`src/rtl/pc_sequencer.sv`:
```
// Fetch/execute sequencer that owns every update of the 8-bit program counter.
// Optional fetch timeout (fault + halt) is enabled by defining PC_SEQUENCER_TIMEOUT_EN.
module pc_sequencer #(
  parameter int WIDTH   = 8,
  parameter int TIMEOUT = 15
) (
  input  logic             clk,
  input  logic             res,
  input  logic             run,
  input  logic             halt,
  input  logic [WIDTH-1:0] pc_q,
  input  logic             mem_ack,
  input  logic             exec_done,
  input  logic             branch_taken,
  input  logic [WIDTH-1:0] branch_target,
  output logic             pc_load,
  output logic             pc_inc,
  output logic             pc_clr,
  output logic [WIDTH-1:0] pc_d,
  output logic             mem_req,
  output logic             ir_load,
  output logic             exec_start,
  output logic             wrap,
  output logic             fault,
  output logic             busy
);

  // state   | meaning
  // IDLE    | after reset, waiting for run
  // FETCH   | mem_req high, waiting for mem_ack
  // DECODE  | one-cycle instruction-register capture
  // EXEC    | execute stage running, waiting for exec_done
  // UPDATE  | one-cycle PC load (taken branch) or increment
  // HALTED  | parked at an instruction boundary
  typedef enum logic [2:0] {IDLE, FETCH, DECODE, EXEC, UPDATE, HALTED} state_t;

  state_t           state_q, state_d;
  logic             clr_q;
  logic             mem_req_q, mem_req_d;
  logic             ir_load_q, ir_load_d;
  logic             exec_start_q, exec_start_d;
  logic             pc_load_q, pc_load_d;
  logic             pc_inc_q, pc_inc_d;
  logic             busy_q, busy_d;
  logic [WIDTH-1:0] tgt_q, tgt_d;

`ifdef PC_SEQUENCER_TIMEOUT_EN
  localparam int TW = $clog2(TIMEOUT + 1);
  logic [TW-1:0] tmr_q, tmr_d;
  logic          fault_q, fault_d;
`endif

  always_comb begin
    state_d = state_q;
`ifdef PC_SEQUENCER_TIMEOUT_EN
    tmr_d   = tmr_q;
    fault_d = fault_q;
`endif
    case (state_q)
      IDLE:   if (run && !halt) state_d = FETCH;
      FETCH: begin
        if (mem_ack) state_d = DECODE;
`ifdef PC_SEQUENCER_TIMEOUT_EN
        else if (tmr_q == '0) begin
          state_d = HALTED;
          fault_d = 1'b1;
        end else tmr_d = tmr_q - TW'(1);
`endif
      end
      DECODE: state_d = EXEC;
      EXEC:   if (exec_done) state_d = UPDATE;
      UPDATE: state_d = (halt || !run) ? HALTED : FETCH;
      HALTED: if (run && !halt) state_d = FETCH;
      default: state_d = IDLE;
    endcase
`ifdef PC_SEQUENCER_TIMEOUT_EN
    // Down-counter reloads on every FETCH entry; terminal count is zero.
    if (state_d == FETCH && state_q != FETCH) tmr_d = TW'(TIMEOUT - 1);
`endif

    // Outputs are decoded from the next state so they come straight off flops.
    mem_req_d    = (state_d == FETCH);
    ir_load_d    = (state_d == DECODE);
    exec_start_d = (state_d == EXEC) && (state_q != EXEC);
    pc_load_d    = (state_q == EXEC) && exec_done && branch_taken;
    pc_inc_d     = (state_q == EXEC) && exec_done && !branch_taken;
    tgt_d        = pc_load_d ? branch_target : '0;
    busy_d       = (state_d != IDLE) && (state_d != HALTED);
  end

  always_ff @(posedge clk or negedge res) begin
    if (!res) begin
      state_q      <= IDLE;
      clr_q        <= 1'b1;
      mem_req_q    <= 1'b0;
      ir_load_q    <= 1'b0;
      exec_start_q <= 1'b0;
      pc_load_q    <= 1'b0;
      pc_inc_q     <= 1'b0;
      busy_q       <= 1'b0;
      tgt_q        <= '0;
`ifdef PC_SEQUENCER_TIMEOUT_EN
      tmr_q        <= '0;
      fault_q      <= 1'b0;
`endif
    end else begin
      state_q      <= state_d;
      clr_q        <= 1'b0;
      mem_req_q    <= mem_req_d;
      ir_load_q    <= ir_load_d;
      exec_start_q <= exec_start_d;
      pc_load_q    <= pc_load_d;
      pc_inc_q     <= pc_inc_d;
      busy_q       <= busy_d;
      tgt_q        <= tgt_d;
`ifdef PC_SEQUENCER_TIMEOUT_EN
      tmr_q        <= tmr_d;
      fault_q      <= fault_d;
`endif
    end
  end

  assign pc_clr     = clr_q;
  assign mem_req    = mem_req_q;
  assign ir_load    = ir_load_q;
  assign exec_start = exec_start_q;
  assign pc_load    = pc_load_q;
  assign pc_inc     = pc_inc_q;
  assign pc_d       = tgt_q;
  assign busy       = busy_q;
  assign wrap       = pc_inc_q & (&pc_q);

`ifdef PC_SEQUENCER_TIMEOUT_EN
  assign fault = fault_q;
`else
  logic unused_timeout;
  assign unused_timeout = (TIMEOUT > 0);
  assign fault = 1'b0;
`endif

endmodule

```
`config.mk`:
```
export PLATFORM = sky130hd
export DESIGN_NAME = pc_sequencer
export DESIGN_NICKNAME = d
export VERILOG_FILES = /design/src/rtl/pc_sequencer.sv
export SDC_FILE = /design/constraint.sdc
export NUM_CORES = 1
export LEC_CHECK = 0
export CAP_MARGIN = 20
export CORE_AREA = 2 2 52 54
export CTS_BUF_LIST = sky130_fd_sc_hd__clkbuf_4
export CTS_CLUSTER_SIZE = 28
export DETAILED_ROUTE_END_ITERATION = 16
export DIE_AREA = 0 0 54 56
export SLEW_MARGIN = 20
export SYNTH_ARGS = -nofsm -noshare
export SYNTH_HDL_FRONTEND = slang
export SYNTH_SLANG_ARGS = --single-unit
export TNS_END_PERCENT = 20
```
`constraint.sdc`:
```
create_clock -name clk -period 2.2 [get_ports clk]
set_clock_uncertainty 0.2 [all_clocks]
set_input_delay 0.22 -clock clk [delete_from_list [all_inputs] [get_ports clk]]
set_output_delay 0.22 -clock clk [all_outputs]
set_load 0.005 [all_outputs]
```
==> results of run 1 <==
-- worst paths after layout --
kind | endpoint | cells past startpoint | start | slack (ps)
max in group asynchronous | pc_clr | 2 | res | 1480
min in group clk | pc_inc | 2 | branch_taken | 290
hold / removal | exec_start | 2 | res | 60
setup / recovery | wrap | 4 | pc_q[7] | 320
setup reg to reg | pc_d[4] | 3 | state_q[0] | 870
hold reg to reg | state_q[1] | 1 | state_q[2] | 390
-- layer usage --
| layer | wire length (µm) | global-route usage (%) | vias up |
|---|---|---|---|
| li1 | - | - | 260 |
| met1 | 544 | 10.2 | 248 |
| met2 | 684 | 17.1 | 23 |
| met3 | 166 | 2.69 | 2 |
| met4 | 8 | 5.36 | 0 |
| met5 | 0 | 0 | - |
-- worst max-delay path: stages --
cell             delay, ps
clkdlybuf4s50_1        460
nand4_1                 90
nor3_1                 170
clkdlybuf4s50_1        520
-- cells in the final DEF, fill, tap and decap left out, drive strengths merged --
cell type and instances:
clkdlybuf4s50 38, dfrtp 17, and2 8, nand2 5, nor2 4, clkbuf 3
nand3b 2, nor3b 2, conb 2, nand2b 2, a21oi 1, mux2i 1
a21o 1, o31a 1, nand4b 1, inv 1, mux2 1, o22ai 1
nand4 1, nand3 1, nor3 1, clkinv 1, dfstp 1, buf 1
-- layout make-up --
type                            instances  area share (%)
Sequential cell                        18            39.2
Timing Repair Buffer                   39            33.6
Multi-Input combinational cell         35            21.4
Tap cell                               30            3.25
Clock buffer                            3            1.95
Clock inverter                          1           0.325
Inverter                                1           0.325
-- power breakdown --
group	internal (W)	switching, W	total, W
combinational	0.000219	0.0000916	0.000310
clock	0.0000658	0.0000939	0.000160
sequential	0.000401	0.0000842	0.000486
total	0.000686	0.000270	0.000956
-- state kept, by name (all words and copies together), names as in the netlist --
register    flops
busy            1
exec_start      1
ir_load         1
mem_req         1
pc_clr          1
pc_d            8
pc_inc          1
pc_load         1
state_q         3
-- kinds of logic after synthesis --
| group | after synthesis | synth area share, % |
|---|---|---|
| other | 1 | 0.522 |
| buffers and inverters | 4 | 3.31 |
| AND/OR/NAND/NOR | 27 | 25.6 |
| AO/OA/AOI/OAI | 4 | 4.18 |
| flip-flops | 18 | 62.9 |
| multiplexers | 2 | 3.48 |
-- per-stage QoR --
stage                     setup slack (ps)  power [W]  util (%)  area (µm²)
after floorplan                        994   0.000665         -         722
after global placement                 336   0.000805      46.3        1130
after detailed placement               301   0.000808      46.3        1130
after CTS                              301   0.000971      47.4        1150
after global routing                   234    0.00102      47.4        1150
final                                  315   0.000956      47.4        1150
==> flow_summary.ini, run 1 <==
[drt]
routedWlPerCell_um = 11.0
wirelength_mm = 1.40
drc_errors = 0
drtIter0Drc = 3
dr.pass1.iters = 4
via_per_inst = 4.20
ant_nets = 0
vias = 533

[pwr]
power_density_nw_per_um2 = 829
peakVddDrop_mv = 0.415
p_leak_nw = 0.518

[clock_network]
root_buffer = clkbuf_4
tritoncts = yes
clkLatencyLatePin_ps = 280
post_cts_resized = 0
postCtsSetupBuffers = 0
cts_max_level = 1
clk_pin_slew_ps = 100
numCtsBuffers = 3
clock_sinks = 18
cts_hold_buf = 0
cts_buffer_depth = 2

[finish]
area_growth_pct = 60.6
fillers = 237
instances_no_fill = 127
nets = 121
seqCellArea_um2 = 452
multi_input_area_um2 = 246
diodes = 0
drive_gt1_share_pct = 12.4

[die]
die_y_um = 56
die_w_um = 54
ios = 40
rows = 18
start_util_pct = 29.5
dieArea_um2 = 3020
core_um2 = 2430

[logic_synthesis]
syn_area_per_cell_um2 = 12.8
synth_edf_count = 0
async_flop_share_pct = 100
synth.most_common_cell = dfrtp_1
synth_area_leaders = dfrtp_1, and2_1, dfstp_2
synth.distinct_cells = 25
synth_ff_type = dfrtp_1
synth_area_um2 = 718
yosysTopAreaCellShare_pct = 59.2
yosysTopAreaCell = dfrtp_1
ys_ff_latch = 18
netlist_top_cells_count = dfrtp_1, and2_1, nand2_1
ys_seq_area_share_pct = 62.9
syn_inst = 56
yosys_warnings = 0

[timing]
slew_violations = 0
fmax_ghz = 0.531
hold_viol_final = 0
holdWs_ps = 64.0
finalSetupTns_ps = 0
finalSetupViolCount = 0
timing.final.crit_share_pct = 85.7
period_needed_ps = 1880
rsz0062_at_grt = no

[run_status]
status = complete, no violations

[grt]
grtUsageTotal_pct = 9.82
grt_pass1_vias = 558
grt_pass1_wl_mm = 2.24
antenna_found_initial = 0
gr-total-overflow = 0
grt_max_degree = 19

[critical_path]
required_ps = 1780
crit_type = primary input to primary output
arrival_ps = 1460
crit_fanout = 1
cp-start-kind = primary input
cp-end-kind = primary output

[placed_design]
place_congestion = 0.622
dpl.cell_count = 123
port_buffers = 38
dpl.hpwl_mm = 1.11

[flow_run]
maxCapViolCount = 0

[worst_hold_path]
hold_path_class = primary input to asynchronous set/reset pin
(Power assumes the default switching activity.)
==> run 2, diff against run 1 <==
--- a/config.mk
+++ b/config.mk
@@ -5,12 +5,13 @@
 export SDC_FILE = /design/constraint.sdc
 export NUM_CORES = 1
 export LEC_CHECK = 0
+export ABC_AREA = 1
 export CAP_MARGIN = 20
-export CORE_AREA = 2 2 52 54
+export CORE_AREA = 2 2 45 63
 export CTS_BUF_LIST = sky130_fd_sc_hd__clkbuf_4
 export CTS_CLUSTER_SIZE = 28
 export DETAILED_ROUTE_END_ITERATION = 16
-export DIE_AREA = 0 0 54 56
+export DIE_AREA = 0 0 47 65
 export SLEW_MARGIN = 20
 export SYNTH_ARGS = -nofsm -noshare
 export SYNTH_HDL_FRONTEND = slang
==> run 2 against run 1 <==
  * Maximum frequency is 1.3% higher
  * Combinational power grew 7.7%
  * Sequential share of layout area down 0.54 points
  * Synthesized area decreased by 0.52%
  * Critical endpoint unchanged
  * Largest cell class unchanged
  * Highest routed layer unchanged
==> flow_summary.ini, run 2 <==
[run_status]
status = complete, no violations

[critical_path]
crit_fanout = 1
required_ps = 1780
cp-end-kind = primary output
max_stage_delay_ps = 520
crit_chain = clkdlybuf4s50_1 > nand3_1 > nor3_1 > clkdlybuf4s50_1
reg2reg_from = state_q[2]
critPathMostFrequentCell = clkdlybuf4s50_1
worst_path_max_delay_cell = clkdlybuf4s50_1
cp-start-kind = primary input
startpoint = pc_q[6]
arrival_ps = 1440
crit_type = primary input to primary output

[timing]
period_needed_ps = 1860
finalSetupViolCount = 0
fmax_ghz = 0.537
finalSetupTns_ps = 0
hold_viol_final = 0
rsz0062_at_grt = no
layout_setup_ws_ps = 339
holdWs_ps = 49.3
timing.final.crit_share_pct = 84.6
slew_violations = 0

[logic_synthesis]
async_flop_share_pct = 100
synth_top_family_by_area = simple AND/OR/NAND/NOR gates
synth_area_um2 = 714
syn_inst = 71
yosysTopAreaCell = dfrtp_1
synthMuxAreaShare_pct = 0
synthAdderAreaFrac_pct = 0
ys_seq_area_share_pct = 63.2
synth-compound-area-share_pct = 1.05
synth-simple-area-share_pct = 25.2
yosys_warnings = 0
ys_ff_latch = 18
synth_ff_type = dfrtp_1
synth_xor_xnor_area_share_pct = 0
synth_edf_count = 0
synth.most_common_cell = dfrtp_1
syn_area_per_cell_um2 = 10.1
netlist_top_cells_count = dfrtp_1, inv_1, nor2_2, nand2_1, nor2_1
synth_area_leaders = dfrtp_1, nor2_2, inv_1
yosysTopAreaCellShare_pct = 59.5
synth.distinct_cells = 15

[pwr]
p_leak_nw = 0.570
fin_total_pwr_w = 0.000939
peakVddDrop_mv = 0.499
power_density_nw_per_um2 = 802

[clock_network]
root_buffer = clkbuf_4
cts_max_level = 1
postCtsSetupBuffers = 0
clk_pin_slew_ps = 100
clock_sinks = 18
tritoncts = yes
post_cts_resized = 0
cts_hold_buf = 0
numCtsBuffers = 3
clkLatencyLatePin_ps = 280
cts_buffer_depth = 2

[worst_hold_path]
hold_path_class = primary input to asynchronous set/reset pin

[placed_design]
dpl.hpwl_mm = 1.17
port_buffers = 38
post-place-ws_ps = 333
place_congestion = 0.728
dpl.cell_count = 146

[die]
ios = 40
die_y_um = 65
start_util_pct = 28.2
core_um2 = 2530
dieArea_um2 = 3060
die_w_um = 47
rows = 22

[finish]
drive_gt1_share_pct = 18.4
fillers = 277
final_common_cell = clkdlybuf4s50_1
diodes = 0
instances_no_fill = 150
nets = 138
final_cell_mix = clkdlybuf4s50_1, dfrtp_1, inv_1
largest_reg_flops = 8
area_growth_pct = 63.7

[drt]
wirelength_mm = 1.44
routedWlPerCell_um = 9.57
drc_errors = 0
via_per_inst = 3.87
drtIter0Drc = 2
ant_nets = 0
vias = 581
dr.pass1.iters = 4

[flow_run]
maxCapViolCount = 0

[grt]
grtUsageTotal_pct = 10.1
antenna_found_initial = 0
gr-total-overflow = 0
grt_max_degree = 19
grt_pass1_vias = 555
grt_pass1_wl_mm = 2.17
-- run 2: path summary, 6_finish.rpt --
| check | to | slack, ps | cells after the start |
|---|---|---|---|
| hold reg to reg | exec_start | 290 | 1 |
| setup / recovery | wrap | 340 | 4 |
| setup reg to reg | busy | 890 | 7 |
| hold / removal | pc_d[5] | 50 | 2 |
| min in group clk | pc_d[5] | 250 | 3 |
| max in group asynchronous | pc_clr | 1500 | 2 |
-- run 2: per-stage QoR --
stage | util, % | area [µm²]
2_1_floorplan | - | 718
3_3_place_gp | 45.2 | 1140
3_5_place_dp | 45.2 | 1140
4_1_cts | 46.2 | 1170
5_1_grt | 46.2 | 1170
6_report | 46.2 | 1170
-- run 2: worst max-delay path, delay by kind of cell --
| family | cells | cell delay (ps) |
|---|---|---|
| and+or+nand+nor | 2 | 240 |
| buffers and inverters | 2 | 980 |
-- run 2: final cells by class --
type	count	area, µm²	share of cell area (%)
sequential	18	452	38.6
timing repair buffer	39	388	33.2
multi-input combinational	36	195	16.7
inverter	17	63.8	5.45
tap	36	45.0	3.85
clock buffer	3	22.5	1.93
clock inverter	1	3.75	0.321
-- run 2: routing by layer --
metal | global-route usage (%) | routed length [µm] | vias to the layer above
met2 | 16.8 | 776 | 22
met3 | 1.67 | 122 | 2
met4 | 6.25 | 21 | 0
li1 | - | - | 289
met1 | 11.3 | 516 | 268
met5 | 0 | 0 | -
-- run 2: logic make-up (layout without fill, tap and decap cells) --
logic type / Yosys count / count (layout)
AOI/OAI and AO/OA: 1 / 1
buffers and inverters: 18 / 60
DFF: 18 / 18
and+or+nand+nor: 33 / 33
other: 1 / 2
-- run 2: power by group --
group          leakage, nW  internal (W)  switching, W
clock               0.0154     0.0000658     0.0000965
sequential           0.238      0.000401     0.0000412
combinational        0.316      0.000175      0.000159
==> run 3, diff against run 2 <==
==> constraint.sdc (replaced) <==
create_clock -name clk -period 1.9 [get_ports clk]
set_clock_uncertainty 0.2 [all_clocks]
set_input_delay 0.19 -clock clk [delete_from_list [all_inputs] [get_ports clk]]
set_output_delay 0.19 -clock clk [all_outputs]
set_load 0.005 [all_outputs]
==> run 3 against run 2 <==
  * Combinational power rose by 16%
  * Register-to-register slack got worse by 310 ps
  * Final cell count increased by 0.67%
  * Setup slack got worse by 130 ps
  * Wire length shrank 4.3%
  * Non-clock buffer count grew 1
  * Die area unchanged
  * Utilization is 0.64 points higher
  * Sequential power up 16%
  * First-iteration DRC count stayed put
  * Worst hold slack gained 170 ps
  * Cell area is 1.4% higher
  * Critical path type is now flip-flop to primary output
==> flow_summary.ini, run 3 (same netlist as run 2, synthesis figures left out) <==
[run_status]
status = complete, no violations

[timing]
fmax_ghz = 0.591
finalSetupTns_ps = 0
timing.final.crit_share_pct = 89.0
hold_viol_final = 0
slew_violations = 0
finalSetupViolCount = 0
period_needed_ps = 1690
layout_setup_ws_ps = 209
rsz0062_at_grt = no

[clock_network]
clkLatencyLatePin_ps = 280
cts_max_level = 1
postCtsSetupBuffers = 0
root_buffer = clkbuf_4
clock_sinks = 18
tritoncts = yes
clk_pin_slew_ps = 100
numCtsBuffers = 3
cts_buffer_depth = 2

[drt]
routedWlPerCell_um = 9.10
drc_errors = 0
via_per_inst = 3.93
ant_nets = 0
dr.pass1.iters = 2
drtIter0Drc = 2
vias = 594
wirelength_mm = 1.37

[critical_path]
cp.depth = 1
critPathTopFamily = flip-flops
cp-start-kind = flip-flop
worst_path_max_delay_cell = dfstp_2
crit_fanout = 1
arrival_ps = 1300
required_ps = 1510
timing.critical_path.buf_inv = 1
crit_type = flip-flop to primary output
max_stage_delay_ps = 530
reg2reg_depth = 7
crit_chain = clkdlybuf4s50_1
cp-end-kind = primary output

[finish]
final_common_cell = clkdlybuf4s50_1
diodes = 0
area_growth_pct = 66.0
drive_gt1_share_pct = 19.1
final_cell_mix = clkdlybuf4s50_1, dfrtp_1, inv_1
largest_reg_flops = 8
nets = 139

[placed_design]
dpl.hpwl_mm = 1.16
port_buffers = 38
post-place-ws_ps = 95.1
place_congestion = 0.715

[pwr]
peakVddDrop_mv = 0.666
power_density_nw_per_um2 = 932
p_leak_nw = 0.596

[grt]
gr-total-overflow = 0
grt_max_degree = 13
grt_pass1_vias = 564
grtUsageTotal_pct = 10.4
grt_pass1_wl_mm = 2.26
antenna_found_initial = 0

[worst_hold_path]
hold_depth = 3
hold_path_class = primary input to flip-flop

[flow_run]
maxCapViolCount = 0

[die]
die_w_um = 47
start_util_pct = 28.2
dieArea_um2 = 3060
ios = 40
die_y_um = 65
rows = 22
core_um2 = 2530
[run 3: stage by stage]
step                      area (µm²)  hold WS, ps  total power [W]  instances  util [%]
final                           1190          216          0.00111        151      46.8
after global routing            1190          206          0.00119        151      46.8
after CTS                       1180          201          0.00113        151      46.7
after detailed placement        1140          269         0.000914        146      45.2
after global placement          1140          261         0.000905        146      45.2
after floorplan                  718         -306         0.000723         72         -
[run 3: area by class of cell]
type                    instances  area (µm²)
repair buffers                 40         400
clock buffers                   4        30.0
well taps                      36        45.0
inverters                      17        63.8
multi-input cells              36         195
flip-flops and latches         18         452
fillers                       248        1350
[run 3: timing repair]
item | in CTS | in global routing
endpoints found under the setup margin | 0 | 1
hold endpoints to repair | 5 | 0
resized for setup | 0 | 1
hold buffers | 1 | 0
[run 3: where the power goes]
group	total [W]	switching (W)	internal (W)
sequential	0.000512	0.0000477	0.000464
clock	0.000205	0.000109	0.0000959
combinational	0.000389	0.000186	0.000203
[run 3: path summary, 6_finish.rpt]
path	from	to	slack, ps
setup / recovery	pc_clr	pc_clr	210
hold / removal	branch_target[5]	pc_d[5]	220
setup reg to reg	state_q[0]	busy	580
hold reg to reg	state_q[0]	exec_start	290
max in group asynchronous	res	pc_d[6]	560
min in group asynchronous	res	pc_load	480
[run 3: per-layer routing]
layer  share of wire, %  wire [µm]  GRT usage [%]  vias up
li1                   -          -              -      295
met1                 36        491           10.6      271
met2                 54        741           18.0       24
met3                7.7        106           2.23        4
met4                2.5         34           6.25        0
met5                  0          0              0        -
